**src/rtl/imem_pkg.sv**
```systemverilog
// Shared types and constants for the instruction-memory responder.
// The privilege-check option is selected by the macro IMEM_RESPONDER_PRIV_CHECK_EN.
package imem_pkg;

    typedef enum logic [1:0] {
        HPL_U = 2'b00,
        HPL_S = 2'b01,
        HPL_M = 2'b11
    } hpl_t;

    typedef struct packed {
        logic        rerr;
        logic [31:0] data;
    } rsp_t;

    localparam int unsigned C_INS_BYTES = 4;

    // An errored response never carries SRAM data.
    function automatic rsp_t make_rsp(input logic err, input logic [31:0] rdata);
        rsp_t r;
        r.rerr = err;
        r.data = err ? 32'h0 : rdata;
        return r;
    endfunction

endpackage

```
**src/rtl/imem_rsp_fifo.sv**
```systemverilog
// Synchronous response FIFO of rsp_t, depth 2**C_DEPTH_X, with clock enable and async reset.
// Part of imem_responder (option macro IMEM_RESPONDER_PRIV_CHECK_EN does not affect this file).
module imem_rsp_fifo
    import imem_pkg::*;
#(
    parameter int unsigned C_DEPTH_X = 2
) (
    input  logic               clk_i,
    input  logic               reset_i,
    input  logic               clk_en_i,
    input  logic               push_i,
    input  rsp_t               push_data_i,
    input  logic               pop_i,
    output rsp_t               head_o,
    output logic               empty_o,
    output logic [C_DEPTH_X:0] count_o
);

    localparam int unsigned D  = 1 << C_DEPTH_X;
    localparam int unsigned PW = (C_DEPTH_X > 0) ? C_DEPTH_X : 1;

    rsp_t               mem_q [D];
    logic [PW-1:0]      wr_ptr_q, wr_ptr_d;
    logic [PW-1:0]      rd_ptr_q, rd_ptr_d;
    logic [C_DEPTH_X:0] count_q, count_d;
    logic               do_push, do_pop;

    function automatic logic [PW-1:0] ptr_inc(input logic [PW-1:0] p);
        return (p == PW'(D - 1)) ? '0 : p + 1'b1;
    endfunction

    assign empty_o = (count_q == '0);
    assign count_o = count_q;
    assign head_o  = mem_q[rd_ptr_q];
    assign do_push = push_i & clk_en_i;
    assign do_pop  = pop_i & clk_en_i & ~empty_o;

    always_comb begin
        // NOTE: every always_comb output gets a default first so no path leaves it unassigned (no latch).
        wr_ptr_d = wr_ptr_q;
        rd_ptr_d = rd_ptr_q;
        count_d  = count_q;
        if (do_push) wr_ptr_d = ptr_inc(wr_ptr_q);
        if (do_pop)  rd_ptr_d = ptr_inc(rd_ptr_q);
        case ({do_push, do_pop})
            2'b10:   count_d = count_q + 1'b1;
            2'b01:   count_d = count_q - 1'b1;
            default: count_d = count_q;
        endcase
    end

    // NOTE: state registers use non-blocking assignments so all flops update from pre-edge values.
    always_ff @(posedge clk_i or posedge reset_i) begin
        if (reset_i) begin
            wr_ptr_q <= '0;
            rd_ptr_q <= '0;
            count_q  <= '0;
        end else begin
            wr_ptr_q <= wr_ptr_d;
            rd_ptr_q <= rd_ptr_d;
            count_q  <= count_d;
        end
    end

    // NOTE: storage is deliberately not reset; the occupancy count alone says which entries are live.
    always_ff @(posedge clk_i) begin
        if (do_push) mem_q[wr_ptr_q] <= push_data_i;
    end

endmodule

```
**src/rtl/imem_responder.sv**
```systemverilog
// Instruction-port responder: credit-gated fetch acceptance, one-cycle SRAM read stage, in-order response FIFO.
// Define IMEM_RESPONDER_PRIV_CHECK_EN to reject fetches from harts below C_MIN_HPL.
module imem_responder
    import imem_pkg::*;
#(
    parameter int unsigned C_FIFO_DEPTH_X = 2,
    parameter int unsigned C_MEM_ADDR_SZ  = 12,
    parameter logic [31:0] C_MEM_BASE     = 32'h00000000,
    parameter logic [1:0]  C_MIN_HPL      = 2'b00
) (
    input  logic                     clk_i,
    input  logic                     reset_i,
    input  logic                     clk_en_i,
    output logic                     ireqready_o,
    input  logic                     ireqvalid_i,
    input  logic [1:0]               ireqhpl_i,
    input  logic [31:0]              ireqaddr_i,
    input  logic                     irspready_i,
    output logic                     irspvalid_o,
    output logic                     irsprerr_o,
    output logic [31:0]              irspdata_o,
    output logic                     mem_en_o,
    output logic [C_MEM_ADDR_SZ-1:0] mem_addr_o,
    input  logic [31:0]              mem_rdata_i
);

    localparam int unsigned D  = 1 << C_FIFO_DEPTH_X;
    localparam int unsigned CW = C_FIFO_DEPTH_X + 2;

    logic                    s1_valid_q, s1_valid_d;
    logic                    s1_err_q, s1_err_d;
    logic                    accept, req_err, in_window;
    logic [31:0]             win_offset;
    logic [CW-1:0]           in_flight;
    logic [C_FIFO_DEPTH_X:0] fifo_count;
    logic                    fifo_empty, fifo_pop;
    rsp_t                    fifo_head;

    // Credits count both buffered responses and the read still in the SRAM stage.
    assign in_flight   = CW'(fifo_count) + CW'(s1_valid_q);
    assign ireqready_o = (in_flight < CW'(D));
    assign accept      = ireqvalid_i & ireqready_o & clk_en_i;

    assign win_offset = ireqaddr_i - C_MEM_BASE;
    assign in_window  = (ireqaddr_i >= C_MEM_BASE)
                      && ((33'(win_offset) >> C_MEM_ADDR_SZ) < 33'(C_INS_BYTES));

`ifdef IMEM_RESPONDER_PRIV_CHECK_EN
    assign req_err = (ireqaddr_i[1:0] != 2'b00) | ~in_window | (ireqhpl_i < C_MIN_HPL);
`else
    logic unused_hpl;
    assign unused_hpl = ^{ireqhpl_i, C_MIN_HPL};
    assign req_err    = (ireqaddr_i[1:0] != 2'b00) | ~in_window;
`endif

    assign mem_en_o   = accept & ~req_err;
    assign mem_addr_o = ireqaddr_i[C_MEM_ADDR_SZ+1:2];

    always_comb begin
        s1_valid_d = s1_valid_q;
        s1_err_d   = s1_err_q;
        if (clk_en_i) begin
            s1_valid_d = accept;
            s1_err_d   = req_err;
        end
    end

    always_ff @(posedge clk_i or posedge reset_i) begin
        if (reset_i) begin
            s1_valid_q <= 1'b0;
            s1_err_q   <= 1'b0;
        end else begin
            s1_valid_q <= s1_valid_d;
            s1_err_q   <= s1_err_d;
        end
    end

    assign fifo_pop = irspvalid_o & irspready_i;

    imem_rsp_fifo #(
        .C_DEPTH_X (C_FIFO_DEPTH_X)
    ) u_fifo (
        .clk_i       (clk_i),
        .reset_i     (reset_i),
        .clk_en_i    (clk_en_i),
        .push_i      (s1_valid_q),
        .push_data_i (make_rsp(s1_err_q, mem_rdata_i)),
        .pop_i       (fifo_pop),
        .head_o      (fifo_head),
        .empty_o     (fifo_empty),
        .count_o     (fifo_count)
    );

    // Unwritten FIFO slots are never exposed: outputs read as zero while empty.
    assign irspvalid_o = ~fifo_empty;
    assign irsprerr_o  = irspvalid_o & fifo_head.rerr;
    assign irspdata_o  = irspvalid_o ? fifo_head.data : 32'h0;

endmodule

```
**config.mk**
```make
export PLATFORM = sky130hd
export DESIGN_NAME = imem_responder
export DESIGN_NICKNAME = d
export VERILOG_FILES = /design/src/rtl/imem_pkg.sv /design/src/rtl/imem_rsp_fifo.sv /design/src/rtl/imem_responder.sv
export SDC_FILE = /design/constraint.sdc
export NUM_CORES = 1
export LEC_CHECK = 0
export ABC_AREA = 1
export BUFFER_PORTS_ARGS = -buffer_cell sky130_fd_sc_hd__buf_2
export CORE_ASPECT_RATIO = 1.1
export CORE_MARGIN = 3
export CORE_UTILIZATION = 35
export DETAILED_ROUTE_END_ITERATION = 8
export SYNTH_ARGS = -nofsm -noshare
export SYNTH_HDL_FRONTEND = slang
export SYNTH_SLANG_ARGS = --single-unit
```
**constraint.sdc**
```tcl
create_clock -name clk_i -period 5.46 [get_ports clk_i]
set_input_delay 0.273 -clock clk_i [delete_from_list [all_inputs] [get_ports clk_i]]
set_output_delay 0.273 -clock clk_i [all_outputs]
set_load 0.01 [all_outputs]
```
==> metrics.txt <==
synth unique cells=21; CTS resizes=0; Req. time, crit path=5.19 ns; site row count=49; sw power=1240 uW; postcts setup bufs=0; root buffer cell=clkbuf_16; endpoint class of the critical path=output pin; max-cap violations=0; synth warn=0; critical path type=reg -> out; port bufs=92; status=finished clean; GRT Total Usage=0.140; Syn Nets=626; gr busiest metal=met2; FILL cells=1601; Gate Count Post-Synth=548; Slew Limit Fails=0; initial antenna violation count=0; final-report hold violation count=0; first drt pass iteration count=5; worst vdd ir=0.000256 V; Worst Path Arrival=2.66 ns; Worst-path clk slew=0.06 ns; die area=18900 um2; Avg Vias per Cell=4.57; commonest non-fill, non-tap cells in the layout=nor2_1, edfxtp_1, buf_2; gpl congestion=0.722; CTS Buf Count=17; Detailed Place HPWL=7.25 mm; sequential share of power=0.381; min cycle time layout=2.94 ns; fin crit share=0.538; first-pass GRT wire length=20.1 mm; IO Pins=119; Antenna Violating Nets Remaining=0; Die Y=144 um; RSZ-0062 raised after global routing=false; initial core utilization=0.364; met2 Usage GRT=0.257; final setup fails=0; synthesized area per cell=11.1 um2; share of cells above drive strength 1=0.207; largest net degree at the start of global routing=69; routed wire length=13.0 mm; critical path peak fanout=35; CTS Sinks=141; Die X=131 um; Design Power=3570 uW; CTS tree=done; nets@finish=700; initial detailed-routing violation count=211; min-delay worst type=in -> reg; vias in the first global route=4013; area grow syn2layout=18.0%; H-tree lvl count=4; synthesized flop and latch total=141; DRC=0; Avg WL per Cell=15.1 um; routed via count=3947; P_leak=0.00278 uW; Mapped Area=6060 um2; commonest non-fill, non-tap cell in the layout=nor2_1; core area=16700 um2; headroom to the max-slew limit=0.249; clock network fraction of design power=0.300; Total Neg Setup Slack=0 ns; Sw Ratio=0.347; GR Util met3=0.0463; global route overflow=0; clk_skew=0.00874 ns; pin slew with the least headroom to its limit=1.12 ns; combinational power share=0.319; Worst-Skew Late Latency=0.41 ns; pwr/cell area=500 nW/um2; diodes inserted=0; Seq/Total Area, Yosys=0.691; Setup crit start kind=flip-flop; f_max=341 MHz; internal power=2330 uW; met1 usage=0.156; Max clock buf depth=2
[what timing repair did]
item / CTS / global route
hold buffers: 1 / 0
setup endpoints to repair: 0 / 0
endpoints found under the hold margin: 9 / 0
[synthesized netlist by cell type]
library cell  instances  area [um2]
ha_1                  6        75.1
o21ai_0              41         205
clkbuf_2              3        15.0
fa_1                  1        20.0
xnor2_1               1        8.76
buf_6                 6        67.6
buf_4                16         120
buf_2                11        55.1
a21oi_1              37         185
dfrtp_1               9         225
inv_1                46         173
o21ai_1              29         145
nand3_1               4        20.0
a31oi_1               1        6.26
edfxtp_1            132        3960
xor2_1                1        8.76
nor2_1              183         687
nand2_1              13        48.8
inv_2                 2        7.51
clkbuf_1              5        18.8
and2_0                1        6.26
[stage by stage]
stage	worst slack [ns]	utilization	hold WS [ns]	instances	cell area, um2
floorplan	2.97	-	0.101	548	6060
global route	2.33	0.429	0.119	863	7150
CTS	2.46	0.429	0.104	863	7150
detailed placement	2.93	0.395	0.272	831	6590
finish	2.52	0.429	0.121	863	7150
global placement	2.93	0.395	0.265	831	6590
[sequential cells by signal, summed over array words and instances (netlist names)]
| name | count |
|---|---|
| u_fifo.wr_ptr_q | 2 |
| s1_valid_q | 1 |
| u_fifo.mem_q | 132 |
| s1_err_q | 1 |
| u_fifo.count_o | 3 |
| u_fifo.rd_ptr_q | 2 |
[per-layer routing]
metal  wire length [um]  vias up
met5                  0        -
met4                161        0
met3                753       15
met2               6750      110
met1               5360     1850
li1                   -     1972
[final cells by class]
class | count | area [um2] | share of cell area
Inverter | 48 | 180 | 0.0252
Clock buffer | 19 | 433 | 0.0605
Sequential cell | 141 | 4190 | 0.586
Timing Repair Buffer | 96 | 493 | 0.0689
Multi-Input combinational cell | 318 | 1450 | 0.202
Tap cell | 229 | 287 | 0.0400
Clock inverter | 12 | 123 | 0.0171
[power groups by stage]
stage	registers [uW]	clock network, uW	logic (uW)
floorplan	1320	0	841
global placement	1380	0	1130
detailed placement	1380	0	1160
CTS	1360	1090	1170
global route	1370	1150	1290
finish	1360	1070	1140
[cells by family after synthesis]
family,after synthesis,synth area share
buffers and inverters,89,0.0753
flip-flops,141,0.691
XOR/XNOR,2,0.00289
AO/OA/AOI/OAI,108,0.0894
adder cells (fa/ha/maj),7,0.0157
AND/OR/NAND/NOR,201,0.126
[critical path, stage by stage, from the launching register on]
cell and delay, ns:
dfrtp_2 0.91, inv_2 0.56, nor2_1 0.21, o21ai_0 0.10, a21oi_1 0.27, buf_2 0.18
[path summary, 6_finish.rpt]
path                                    start                  end  slack [ns]  depth (start not counted)
min in group asynchronous             reset_i    u_fifo.count_o[0]        0.37                          3
min                               ireqvalid_i           s1_valid_q        0.12                          3
max                        u_fifo.rd_ptr_q[1]        irspdata_o[0]        2.52                          5
max in group asynchronous             reset_i   u_fifo.rd_ptr_q[1]        4.80                          3
max reg2reg                        s1_valid_q  u_fifo.mem_q[2][23]        3.40                          2
min reg2reg                 u_fifo.count_o[0]    u_fifo.count_o[0]        0.51                          1
(Power assumes the default switching activity.)
